--- src/rtl/posit_unpack_pipe.sv ---
// Two-stage posit field extractor: stage 1 captures sign/special flags and the magnitude,
// stage 2 decodes regime, exponent and fraction behind a valid/ready output register.
module posit_unpack_pipe #(
   parameter int WIDTH = 8,
   parameter int ES    = 1,
   localparam int EXP_WIDTH  = $clog2(WIDTH) + ES + 1,
   localparam int FRAC_WIDTH = WIDTH - 3 - ES
) (
   input  logic                        clock,
   input  logic                        reset,
   input  logic                        inValid,
   output logic                        inReady,
   input  logic [WIDTH-1:0]            inPosit,
   output logic                        outValid,
   input  logic                        outReady,
   output logic                        outSign,
   output logic                        outIsZero,
   output logic                        outIsInf,
   output logic signed [EXP_WIDTH-1:0] outExp,
   output logic [FRAC_WIDTH-1:0]       outFrac,
   output logic [15:0]                 infCount
);

   localparam int CNT_WIDTH = $clog2(WIDTH) + 1;

   logic             s1Valid;
   logic             s1Sign;
   logic             s1Zero;
   logic             s1Inf;
   logic [WIDTH-2:0] s1Mag;

   logic s2Load;
   logic s1Load;

   // Handshake: a stage loads when it is empty or its content moves on in the same cycle,
   // so stage 2 is free whenever it holds nothing or the consumer takes it; inReady never
   // looks at inValid.
   assign s2Load  = !outValid || outReady;
   assign s1Load  = !s1Valid || s2Load;
   assign inReady = s1Load;

   always_ff @(posedge clock) begin
      if (reset) begin
         s1Valid <= 1'b0;
         s1Sign  <= 1'b0;
         s1Zero  <= 1'b0;
         s1Inf   <= 1'b0;
         s1Mag   <= '0;
      end else if (s1Load) begin
         s1Valid <= inValid;
         if (inValid) begin
            s1Sign <= inPosit[WIDTH-1];
            s1Zero <= (inPosit == '0);
            s1Inf  <= (inPosit == {1'b1, {(WIDTH-1){1'b0}}});
            // Low bits of a two's-complement negation depend only on the low input bits
            s1Mag  <= inPosit[WIDTH-1] ? -inPosit[WIDTH-2:0] : inPosit[WIDTH-2:0];
         end
      end
   end

   logic                 lead;
   logic                 runOpen;
   logic [CNT_WIDTH-1:0] runLen;
   logic [WIDTH-4:0]     fieldBits;
   logic [EXP_WIDTH-1:0] regimeK;
   logic [EXP_WIDTH-1:0] eBits;
   logic [EXP_WIDTH-1:0] expComb;
   logic [FRAC_WIDTH-1:0] fracComb;

   always_comb begin
      lead    = s1Mag[WIDTH-2];
      runOpen = 1'b1;
      runLen  = '0;
      for (int i = WIDTH - 2; i >= 0; i--) begin
         if (runOpen && (s1Mag[i] == lead)) begin
            runLen = runLen + CNT_WIDTH'(1);
         end else begin
            runOpen = 1'b0;
         end
      end
      // The run is at least one bit long, so the bits after the terminator start within
      // s1Mag[WIDTH-4:0]; shifting that slice left by runLen-1 MSB-aligns exponent then fraction.
      fieldBits = s1Mag[WIDTH-4:0] << (runLen - CNT_WIDTH'(1));
      regimeK   = lead ? (EXP_WIDTH'(runLen) - EXP_WIDTH'(1)) : -EXP_WIDTH'(runLen);
      eBits     = '0;
      for (int j = 0; j < ES; j++) begin
         eBits = {eBits[EXP_WIDTH-2:0], fieldBits[WIDTH-4-j]};
      end
      expComb  = (regimeK << ES) + eBits;
      fracComb = fieldBits[FRAC_WIDTH-1:0];
   end

   always_ff @(posedge clock) begin
      if (reset) begin
         outValid  <= 1'b0;
         outSign   <= 1'b0;
         outIsZero <= 1'b0;
         outIsInf  <= 1'b0;
         outExp    <= '0;
         outFrac   <= '0;
      end else if (s2Load) begin
         outValid <= s1Valid;
         if (s1Valid) begin
            outSign   <= s1Inf | (s1Sign & ~s1Zero);
            outIsZero <= s1Zero;
            outIsInf  <= s1Inf;
            outExp    <= (s1Zero || s1Inf) ? '0 : expComb;
            outFrac   <= (s1Zero || s1Inf) ? '0 : fracComb;
         end
      end
   end

   always_ff @(posedge clock) begin
      if (reset) begin
         infCount <= '0;
      end else if (outValid && outReady && outIsInf && (infCount != 16'hFFFF)) begin
         infCount <= infCount + 16'd1;
      end
   end

endmodule

--- config.mk ---
export PLATFORM = sky130hd
export DESIGN_NAME = posit_unpack_pipe
export DESIGN_NICKNAME = d
export VERILOG_FILES = /design/src/rtl/posit_unpack_pipe.sv
export SDC_FILE = /design/constraint.sdc
export NUM_CORES = 1
export LEC_CHECK = 0
export ABC_AREA = 1
export CORE_MARGIN = 10
export CORE_UTILIZATION = 40
export CTS_CLUSTER_DIAMETER = 30
export DETAILED_ROUTE_END_ITERATION = 10
export PLACE_DENSITY = 0.7
export RECOVER_POWER = 50
export SETUP_SLACK_MARGIN = 0.4
export SLEW_MARGIN = 20
export SYNTH_ARGS = -nofsm -noshare
export SYNTH_HDL_FRONTEND = slang
export SYNTH_SLANG_ARGS = --single-unit
--- constraint.sdc ---
create_clock -name clock -period 2 [get_ports clock]
set_clock_uncertainty 0.15 [all_clocks]
set_input_delay 0.3 -clock clock [delete_from_list [all_inputs] [get_ports clock]]
set_output_delay 0.3 -clock clock [all_outputs]
set_load 0.005 [all_outputs]
==> summary.txt <==
STA
  • Fin crit period: 2100 ps
  • Setup-failing EPs final: 4
  • RSZ-0062 raised after global routing: true
  • FMAX: 476 MHz
  • Post-route setup slack: -101 ps
  • Fin crit share: 105%
  • Slew headroom: between 50% and 60%
  • Hold Violations, Final: 0
  • Worst-Margin Slew: between 600 and 700 ps
  • Final Slew Violations: 0

Setup path
  • Crit-path slowest cell: dfxtp_4
  • Required time of the critical path: 2100 ps
  • Critical path startpoint category: register
  • Critical Path AT: 2200 ps
  • Crit path top cell by count: nand2_4
  • CP delay by family, top: simple AND/OR/NAND/NOR gates
  • Worst path bufs/invs: 4
  • Crit Path Max Fanout: 4
  • Max stage delay on crit path: around 380 ps
  • Worst path cell trace: buf_6 -> nand2_4 -> nand2_4 -> nor2_8 -> nand4_4 -> nand3_4 -> inv_4 -> ha_4 -> xnor2_4 -> inv_2 -> buf_4 -> nand3_1 -> nand2_1 -> a21oi_1
  • Critical Path End Type: register
  • Crit path kind: register to register

Placed design
  • DPL Wire Length: around 4400 um
  • RD Place Congestion: 0.881
  • DP Area: 2940 um2
  • Port Buffers: 41

Synth
  • Synthesized cell area: 2190 um2
  • Syn Inst Count: between 300 and 400
  • Mean Syn Cell Area: 7.07 um2
  • Total of warnings raised by yosys: 0
  • Sequential cell area fraction in the yosys report: a little over a third
  • Yosys reg bits: 40
  • Cell variety after synth: 36
  • Post-Syn Nets: 325

Global routing
  • Initial antenna violation count: 0
  • Global-route wire length before repair: between 10000 and 15000 um
  • GRT overflow: 0
  • Pin count of the biggest net entering global routing: 22
  • Total Routing Usage GR: 14.4%
  • Number of global-route vias before repair: 2225

Floorplan
  • Die Y: roughly 94 um
  • Initial Utilization: approximately two fifths
  • Die W: 93.9 um
  • CORE AREA: 5200 um2
  • I/O Pins: 42
  • Die area: 8820 um2
  • Std cell rows: 26

Clocking
  • CTS Buffer Depth: 2
  • Clock network latency to the later pin of the worst-skew pair: 310 ps
  • CTS tree: built
  • Clock transition at the registers of the reported paths: 90 ps
  • H-tree levels: 2
  • Root Driver: clkbuf_8
  • Hold_buf cts: 0
  • Clk sinks: 40
  • CTS buffer count: 5

Pwr
  • Net Sw Frac: 33.3%
  • P_leak: 0.00161 uW
  • Pint: 1520 uW
  • Clk pwr share: approximately 29%
  • Logic pwr share: 33.5%
  • Worst VDD drop: 0.000445 V
  • Flop pwr share: 37.8%
  • NetSw: ~760 uW
  • Pwr/cell area: 636 nW/um2

Min path
  • Hold crit path type: register to register

Layout
  • Fin util: 68.8%
  • Synthesis-to-finish area growth: 63.7%
  • Final net count: between 400 and 500
  • ANT cells: 0
  • Share of layout cells above drive strength 1: 38.7%
  • Fin area: 3580 um2

Detailed routing
  • Starting DRT DRC Count: 110
  • Number of iterations in the first detailed-routing pass: 4
  • Vias after detailed routing: 2348
  • Drt wl/cell: 14.5 um
  • Remaining DRCs: 0
  • Vias per cell: between 5 and 6
  • Antenna viol nets, final: 0
  • Post-Route WL: about 6800 um

Run status
  • Failing checks: negative setup slack
  • Outcome: finished, violations left

Run
  • Max Cap Viol: 0
[stage by stage]
step,TNS (ps),setup WS (ps),hold WS [ps],cells,power (uW)
2_1_floorplan,-50.7,-17.9,228,309,1310
3_3_place_gp,-14.7,-14.7,301,433,1480
3_5_place_dp,-297,-87.1,304,433,1490
4_1_cts,-78.0,-34.8,316,456,2160
5_1_grt,-959,-204,331,465,2390
6_report,-194,-101,317,465,2280
[cell usage after synthesis]
master,count,area [um2]
xnor2_1,5,43.8
o31ai_1,1,7.51
o21ai_0,15,75.1
xor2_1,6,52.6
a31oi_1,1,6.26
inv_2,3,11.3
buf_2,1,5.00
buf_1,2,7.51
a21oi_2,2,17.5
dfxtp_1,40,801
clkbuf_1,3,11.3
o21ai_1,1,5.00
inv_1,39,146
a21boi_0,1,7.51
nand2_1,71,267
ha_1,4,50.1
nor2_8,1,20.0
nor2_2,1,6.26
nand4_2,2,25.0
nor4_1,2,12.5
nand3_4,1,17.5
nand4_1,4,25.0
nand2_2,2,12.5
a21oi_1,27,135
o21bai_1,1,7.51
o221ai_1,1,8.76
o21ai_4,1,16.3
nor2_1,20,75.1
nand3_1,23,115
nand2_4,5,56.3
a211oi_1,3,22.5
and3_1,1,6.26
buf_6,1,11.3
nor3_1,15,75.1
o21ai_2,1,8.76
o211ai_1,2,15.0
[sequential cells by signal (all words and copies together), names as in the netlist]
signal     cells
outExp         5
outIsInf       1
s1Sign         1
s1Mag          7
s1Valid        1
outFrac        4
outSign        1
outValid       1
s1Zero         1
s1Inf          1
outIsZero      1
infCount      16
[worst reg2reg max path, delay by kind of cell, from the launching register on]
family	cells	cell delay, ps
XOR/XNOR	1	150
AND/OR/NAND/NOR	7	710
buffers and inverters	4	380
AO/OA/AOI/OAI	1	110
adder cells (fa/ha/maj)	1	170
flip-flops	1	380
[layer usage]
metal	wire (um)	part of all wire (%)	vias to the layer above	track usage, %
met5	0	0	-	0
met4	144	2.1	0	5.82
met3	400	5.9	10	4.32
met2	3330	49	50	23.0
met1	2890	43	1103	17.6
li1	-	-	1185	-
[final cells by class]
cell class / instances / area, um2
repair inverters: 1 / 7.51
well taps: 70 / 87.6
repair buffers: 84 / 756
multi-input cells: 220 / 1600
clock buffers: 6 / 93.8
fillers: 397 / 1630
clock inverters: 2 / 16.3
inverters: 42 / 176
flip-flops and latches: 40 / 841
[cell usage in the layout (no fill, tap or decap), types with 4 or more instances in the layout]
cell type / netlist / layout
nand3_2: 0 / 7
inv_1: 39 / 32
dfxtp_1: 40 / 20
nand3_1: 23 / 13
nor2_1: 20 / 13
xor2_1: 6 / 6
buf_6: 1 / 12
nand4_1: 4 / 4
nand3_4: 1 / 4
o21ai_2: 1 / 4
nand2_2: 2 / 6
nor2_2: 1 / 4
dlygate4sd2_1: 0 / 27
dfxtp_2: 0 / 14
a21oi_2: 2 / 7
clkbuf_8: 0 / 5
inv_4: 0 / 6
nand2_1: 71 / 59
buf_4: 0 / 28
nor3_1: 15 / 8
clkdlybuf4s50_1: 0 / 13
dfxtp_4: 0 / 6
nand2_4: 5 / 13
o21ai_0: 15 / 9
a21oi_1: 27 / 22
nor2_4: 0 / 4
nor3_4: 0 / 5
[final timing paths]
check / from / end / slack [ps] / cells after the start
setup / recovery: s1Mag[6]$_SDFFE_PP0P_ / outExp[0]$_SDFFE_PP0P_ / -100 / 14
hold / removal: outExp[0]$_SDFFE_PP0P_ / outExp[0]$_SDFFE_PP0P_ / 320 / 2
setup reg to reg: s1Mag[6]$_SDFFE_PP0P_ / outExp[0]$_SDFFE_PP0P_ / -100 / 14
hold reg to reg: outExp[0]$_SDFFE_PP0P_ / outExp[0]$_SDFFE_PP0P_ / 320 / 2
[power groups by stage]
| stage | registers [uW] | clock network, uW | logic [uW] |
|---|---|---|---|
| 6_report | 860 | 654 | 763 |
| 4_1_cts | 858 | 664 | 642 |
| 3_5_place_dp | 880 | 0 | 605 |
| 3_3_place_gp | 879 | 0 | 596 |
| 2_1_floorplan | 875 | 0 | 434 |
| 5_1_grt | 865 | 696 | 834 |
[kinds of logic (layout without fill, tap and decap cells)]
group / count (synthesis) / in the layout / synth area share [%]
simple gates: 148 / 148 / 32.6
compound gates: 57 / 57 / 15.2
buf+inv: 49 / 135 / 8.81
flops: 40 / 40 / 36.6
xor+xnor: 11 / 11 / 4.41
fa+ha+maj: 4 / 4 / 2.29
[what timing repair did]
action                     in CTS  in global routing
hold endpoints to repair        0                  0
gates resized for setup        76                 69
gates cloned                    0                  1
buffers inserted               15                  8
setup endpoints to repair      54                 36
pin swaps                      15                 30
Note: power is estimated with default switching activity, not from simulation.
